File: src/rtl/sample_recorder.sv
// sample_recorder: arms on request, starts capturing 8-bit offset-binary
// samples into a single-port RAM once the input leaves the threshold band
// around MID, and stops on request or when the RAM fills. The number of
// samples captured is published on `length` for the playback side.
//
// state    | meaning
// ---------+---------------------------------------------------------
// S_IDLE   | waiting for arm; stop ignored
// S_ARMED  | waiting for a tick with |din - MID| >= THRESH
// S_RECORD | every tick is written; ends on stop or a write to the last address
// S_DONE   | one cycle: publish length, pulse done
module sample_recorder #(
  parameter int ADDR_W = 13,
  parameter int DATA_W = 8,
  parameter int MID    = 128,
  parameter int THRESH = 8
) (
  input  logic              clk,
  input  logic              resetn,
  input  logic              sample_tick,
  input  logic [DATA_W-1:0] din,
  input  logic              arm,
  input  logic              stop,
  output logic [ADDR_W-1:0] ram_addr,
  output logic [DATA_W-1:0] ram_data,
  output logic              ram_wren,
  output logic [ADDR_W:0]   length,
  output logic              busy,
  output logic              done,
  output logic              full
);

  localparam logic [1:0] S_IDLE   = 2'd0;
  localparam logic [1:0] S_ARMED  = 2'd1;
  localparam logic [1:0] S_RECORD = 2'd2;
  localparam logic [1:0] S_DONE   = 2'd3;

  localparam logic [DATA_W:0] MID_X = (DATA_W+1)'(MID);
  localparam logic [DATA_W:0] THR_X = (DATA_W+1)'(THRESH);
  localparam logic [ADDR_W:0] LAST  = {1'b0, {ADDR_W{1'b1}}};

  logic [1:0]        state;
  logic [ADDR_W:0]   ptr;
  logic [DATA_W:0]   din_x;
  logic [DATA_W:0]   mag;
  logic [DATA_W+1:0] thr_diff;
  logic              trig;
  logic              wr_req;
  logic              wr_last;

  // Amplitude above threshold and write qualification for this cycle.
  // The threshold test is done as a widened subtraction so that THRESH=0
  // still elaborates to a live compare (every tick qualifies).
  always_comb begin
    din_x    = {1'b0, din};
    mag      = (din_x >= MID_X) ? (din_x - MID_X) : (MID_X - din_x);
    thr_diff = {1'b0, mag} - {1'b0, THR_X};
    trig     = ~thr_diff[DATA_W+1];
    wr_req   = ((state == S_ARMED) && sample_tick && trig && !stop) ||
               ((state == S_RECORD) && sample_tick);
    wr_last  = wr_req && (ptr == LAST);
  end

  // Registered RAM write port and the write pointer.
  always_ff @(posedge clk or negedge resetn) begin
    if (!resetn) begin
      ram_addr <= '0;
      ram_data <= '0;
      ram_wren <= 1'b0;
      ptr      <= '0;
    end else begin
      ram_wren <= wr_req;
      if (wr_req) begin
        ram_addr <= ptr[ADDR_W-1:0];
        ram_data <= din;
        ptr      <= ptr + 1'b1;
      end else if ((state == S_IDLE) && arm) begin
        ptr <= '0;
      end
    end
  end

  // Recording sequencer.
  always_ff @(posedge clk or negedge resetn) begin
    if (!resetn) begin
      state <= S_IDLE;
    end else begin
      case (state)
        S_IDLE:   if (arm) state <= S_ARMED;
        S_ARMED: begin
          if (stop)         state <= S_IDLE;
          else if (wr_last) state <= S_DONE;
          else if (wr_req)  state <= S_RECORD;
        end
        S_RECORD: if (wr_last || stop) state <= S_DONE;
        default:  state <= S_IDLE;
      endcase
    end
  end

  // Published length and the RAM-full flag; both survive until replaced.
  always_ff @(posedge clk or negedge resetn) begin
    if (!resetn) begin
      length <= '0;
      full   <= 1'b0;
    end else begin
      if (state == S_DONE) length <= ptr;
      if ((state == S_IDLE) && arm) full <= 1'b0;
      else if (wr_last)             full <= 1'b1;
    end
  end

  // Status decode straight from the state register so reset clears it at once.
  always_comb begin
    busy = (state == S_ARMED) || (state == S_RECORD);
    done = (state == S_DONE);
  end

endmodule

File: config.mk
export PLATFORM = sky130hd
export DESIGN_NAME = sample_recorder
export DESIGN_NICKNAME = d
export VERILOG_FILES = /design/src/rtl/sample_recorder.sv
export SDC_FILE = /design/constraint.sdc
export NUM_CORES = 1
export LEC_CHECK = 0
export BUFFER_PORTS_ARGS = -buffer_cell sky130_fd_sc_hd__buf_2
export CAP_MARGIN = 10
export CORE_ASPECT_RATIO = 1.2
export CORE_MARGIN = 2
export CORE_UTILIZATION = 41
export CTS_BUF_LIST = sky130_fd_sc_hd__clkbuf_8
export DETAILED_ROUTE_END_ITERATION = 16
export PLACE_DENSITY_LB_ADDON = 0.1
export SYNTH_ARGS = -nofsm -noshare
export SYNTH_HDL_FRONTEND = slang
export SYNTH_SLANG_ARGS = --single-unit
File: constraint.sdc
create_clock -name clk -period 2.9 [get_ports clk]
set_clock_uncertainty 0.15 [all_clocks]
set_input_delay 0.145 -clock clk [delete_from_list [all_inputs] [get_ports clk]]
set_output_delay 0.145 -clock clk [all_outputs]
set_load 0.01 [all_outputs]
==> impl_metrics.prom <==
# TYPE chip_impl_metric gauge
chip_impl_info{name="dominant_combinational_cell_family_by_area_after_synthesis",value="multiplexers"} 1
chip_impl_metric{name="internal_power_summed_over_all_cells",unit="W"} 0.001445
chip_impl_metric{name="design.portCount",unit=""} 52
chip_impl_metric{name="numCtsBuffers",unit=""} 5
chip_impl_metric{name="grt.overflow.total",unit=""} 0
chip_impl_info{name="cp_endpoint_kind",value="register"} 1
chip_impl_info{name="hold_path_class",value="input port to register"} 1
chip_impl_metric{name="synthAdderAreaFrac",unit="%"} 2.592
chip_impl_info{name="cts_tree",value="yes"} 1
chip_impl_metric{name="detailedRoute.firstIterationViolations",unit=""} 86
chip_impl_metric{name="cap_violations",unit=""} 0
chip_impl_metric{name="port_buffers",unit=""} 51
chip_impl_info{name="unrepaired_setup_endpoints_after_global_routing",value="no"} 1
chip_impl_metric{name="dp_hpwl",unit="um"} 3498
chip_impl_metric{name="number_of_enable_flip_flop_cells_after_synthesis",unit=""} 0
chip_impl_metric{name="min_cycle_time_layout",unit="ns"} 2.736
chip_impl_info{name="rr_startpoint",value="state[0]"} 1
chip_impl_info{name="hold_path_startpoint",value="arm"} 1
chip_impl_metric{name="cp_data_arrival_time",unit="ns"} 2.79
chip_impl_metric{name="final_core_util",unit="%"} 52.91
chip_impl_metric{name="synth_cell_types",unit=""} 34
chip_impl_metric{name="ys_async_sr_fraction",unit="%"} 100.0
chip_impl_metric{name="clk_transition_reported_paths",unit="ns"} 0.10
chip_impl_metric{name="powerDensity",unit="nW/um^2"} 715.5
chip_impl_metric{name="slew-limit-headroom",unit="%"} 46.32
chip_impl_metric{name="top_fanout_value_on_the_critical_path",unit=""} 8
chip_impl_metric{name="worstSkewPairLatency",unit="ns"} 0.31
chip_impl_info{name="startpoint_type",value="register"} 1
chip_impl_metric{name="coreArea",unit="um^2"} 5668
chip_impl_info{name="cts-root-buf",value="sky130_fd_sc_hd__clkbuf_8"} 1
chip_impl_metric{name="grt_pass1_vias",unit=""} 1833
chip_impl_info{name="outcome",value="complete, no violations"} 1
chip_impl_metric{name="yosys.area_share.simple",unit="%"} 13.48
chip_impl_metric{name="leakage",unit="nW"} 1.497
chip_impl_metric{name="gp_routability_congestion",unit=""} 0.8054
chip_impl_info{name="commonest_cells_post_synth",value="53 x sky130_fd_sc_hd__dfrtp_1, 34 x sky130_fd_sc_hd__mux2_2, 17 x sky130_fd_sc_hd__nand2_1"} 1
chip_impl_metric{name="fin_nets",unit=""} 292
chip_impl_info{name="yosysMostFrequentCell",value="sky130_fd_sc_hd__dfrtp_1"} 1
chip_impl_metric{name="maximum_number_of_pins_on_one_net_before_global_route_repair",unit=""} 40
chip_impl_metric{name="cts_repair_resize_count",unit=""} 0
chip_impl_info{name="synth.area.top_cells",value="sky130_fd_sc_hd__dfrtp_1 55%, sky130_fd_sc_hd__mux2_2 16%, sky130_fd_sc_hd__o21ai_0 3.1%"} 1
chip_impl_metric{name="post_cts.repair.setup_buffers",unit=""} 0
chip_impl_metric{name="clock_path_buffers",unit=""} 2
chip_impl_metric{name="layout-drive-gt1-share",unit="%"} 38.55
chip_impl_metric{name="die-area",unit="um^2"} 6519
chip_impl_metric{name="timing_hold_violations_final",unit=""} 0
chip_impl_metric{name="holdBufCountCts",unit=""} 9
chip_impl_info{name="synth_ff_type",value="sky130_fd_sc_hd__dfrtp_1"} 1
chip_impl_metric{name="die_h",unit="um"} 88.05
chip_impl_metric{name="comb_power_share",unit="%"} 32.7
chip_impl_metric{name="die_x",unit="um"} 74.04
chip_impl_info{name="yosys.area.top_type",value="sky130_fd_sc_hd__dfrtp_1"} 1
chip_impl_metric{name="synth_sequential_area_ratio",unit="%"} 54.95
chip_impl_metric{name="grt_antenna_before_repair",unit=""} 0
chip_impl_metric{name="globalRouteTotalUtil",unit="%"} 17.59
chip_impl_metric{name="synthToLayoutAreaGrowth",unit="%"} 24.26
chip_impl_metric{name="worst-endpoint-required",unit="ns"} 2.96
chip_impl_info{name="critPathKind",value="register to register"} 1
chip_impl_metric{name="wire_per_inst",unit="um"} 14.50
chip_impl_metric{name="irDropWorstVdd",unit="mV"} 0.4378
chip_impl_metric{name="p_sw_share",unit="%"} 32.67
chip_impl_metric{name="post-route-drc-count",unit=""} 0
chip_impl_metric{name="avgViaCountPerCell",unit=""} 5.115
chip_impl_metric{name="syn-mean-instance-area",unit="um^2"} 11.66
chip_impl_metric{name="maxClockFrequency",unit="MHz"} 365.5
chip_impl_metric{name="fin_worst_hold_slack",unit="ns"} 0.005874
chip_impl_metric{name="syn-num-nets",unit=""} 225
chip_impl_metric{name="clock_sink_count",unit=""} 53
chip_impl_metric{name="area_of_the_mapped_netlist",unit="um^2"} 2414
chip_impl_metric{name="ctsHtreeMaxLevel",unit=""} 2
chip_impl_metric{name="synth_instances",unit=""} 207
chip_impl_metric{name="p_seq_share",unit="%"} 43.2
chip_impl_metric{name="clockPowerShare",unit="%"} 24.1
chip_impl_metric{name="synth_compound_area_share",unit="%"} 9.487
chip_impl_metric{name="ys_seq_elements",unit=""} 53
chip_impl_metric{name="diodes",unit=""} 0
chip_impl_metric{name="drt_first_pass_iters",unit=""} 4
chip_impl_metric{name="netlist.area_leader.share",unit="%"} 54.95
chip_impl_metric{name="synth.area.mux_share",unit="%"} 16.74
chip_impl_metric{name="final.setup.tns",unit="ns"} 0
chip_impl_metric{name="grt_first_pass_wirelength",unit="um"} 8721
chip_impl_metric{name="p_sw",unit="W"} 0.0007010
chip_impl_metric{name="worst_tran_pin_value",unit="ns"} 0.8052
chip_impl_metric{name="route.final.wire_length",unit="um"} 5146
chip_impl_metric{name="fp-row-count",unit=""} 30
chip_impl_metric{name="synth_warnings",unit=""} 0
chip_impl_metric{name="parity_gate_share_of_the_synthesized_area_counting_xor_and_xnor_cells",unit="%"} 0.3629
chip_impl_metric{name="report.final.setup_viol",unit=""} 0
chip_impl_metric{name="effective_utilization_at_floorplan",unit="%"} 42.58
chip_impl_metric{name="ant_nets",unit=""} 0
chip_impl_metric{name="period_share",unit="%"} 94.34
chip_impl_info{name="cp-startpoint",value="state[0]"} 1
chip_impl_metric{name="pins_over_their_slew_limit",unit=""} 0
chip_impl_metric{name="number_of_vias_after_detailed_routing",unit=""} 1816
==> cells by family (layout without fill, tap and decap cells) <==
kind of cell,Yosys count,after routing
AO/OA/AOI/OAI,35,35
XOR/XNOR,1,1
adder cells (fa/ha/maj),5,5
buffers and inverters,14,82
flip-flops,53,53
multiplexers,36,36
AND/OR/NAND/NOR,63,63
==> critical path: stages, from the launching register on <==
cell and delay [ns]:
sky130_fd_sc_hd__dfrtp_1 0.43, sky130_fd_sc_hd__inv_1 0.08, sky130_fd_sc_hd__ha_1 0.29, sky130_fd_sc_hd__nand2b_1 0.21, sky130_fd_sc_hd__or4_4 0.53, sky130_fd_sc_hd__and4_1 0.18
sky130_fd_sc_hd__o41a_1 0.43, sky130_fd_sc_hd__mux2_1 0.32
==> through the flow <==
step,std cells,instance area [um^2],power (W),worst slack [ns]
finish,355,2999,0.002146,0.1641
global route,355,2999,0.002285,0.03145
CTS,355,2999,0.002170,0.1601
detailed placement,338,2794,0.001644,0.1802
global placement,338,2794,0.001644,0.2206
floorplan,207,2414,0.001393,0.3217
==> cell type report <==
cell class,instances,area (um^2)
clock buffer,5,68.82
clock inverter,3,46.29
fill,518,2669
inverter,6,22.52
multi-input combinational,140,1030
sequential,53,1326
tap,80,100.1
timing repair buffer,68,405.4
==> registers in the layout (all words and copies together), names as in the netlist <==
signal    cells
full          1
ram_addr     13
length       14
ptr          14
ram_data      8
state         2
ram_wren      1
==> path summary, 6_finish.rpt <==
| check | to | slack [ns] | depth (start not counted) |
|---|---|---|---|
| max | state[0] | 0.16 | 7 |
| max in group asynchronous | ptr[12] | 1.67 | 3 |
| min in group asynchronous | ram_addr[1] | 0.11 | 2 |
| min | ptr[1] | 0.006 | 4 |
| max reg2reg | state[0] | 0.16 | 7 |
| min reg2reg | ram_addr[4] | 0.36 | 2 |
==> layer usage <==
metal | up-vias | global-route usage (%) | routed length, um
met5 | - | 0 | 0
met4 | 0 | 5.455 | 57
met3 | 5 | 4.258 | 212
met2 | 42 | 29.46 | 2442
met1 | 890 | 22.35 | 2434
li1 | 879 | - | -
==> power groups by stage <==
stage	sequential, W	combinational, W	clock [W]
finish	0.000928	0.000701	0.000517
global route	0.000946	0.000779	0.000560
CTS	0.000930	0.000712	0.000528
detailed placement	0.000945	0.000699	0
global placement	0.000943	0.000701	0
floorplan	0.000985	0.000408	0
==> cell usage in the layout, fill, tap and decap left out, types with 6 or more instances in the layout <==
| master | synthesis | layout |
|---|---|---|
| sky130_fd_sc_hd__dfrtp_1 | 53 | 53 |
| sky130_fd_sc_hd__buf_4 | 0 | 8 |
| sky130_fd_sc_hd__buf_2 | 4 | 51 |
| sky130_fd_sc_hd__nor3_1 | 12 | 12 |
| sky130_fd_sc_hd__nand3_1 | 6 | 6 |
| sky130_fd_sc_hd__dlygate4sd3_1 | 0 | 9 |
| sky130_fd_sc_hd__inv_1 | 6 | 6 |
| sky130_fd_sc_hd__a21oi_1 | 8 | 8 |
| sky130_fd_sc_hd__nor2_1 | 10 | 10 |
| sky130_fd_sc_hd__o21ai_0 | 15 | 15 |
| sky130_fd_sc_hd__mux2_2 | 34 | 34 |
| sky130_fd_sc_hd__nand2_1 | 17 | 17 |
(Power assumes the default switching activity.)
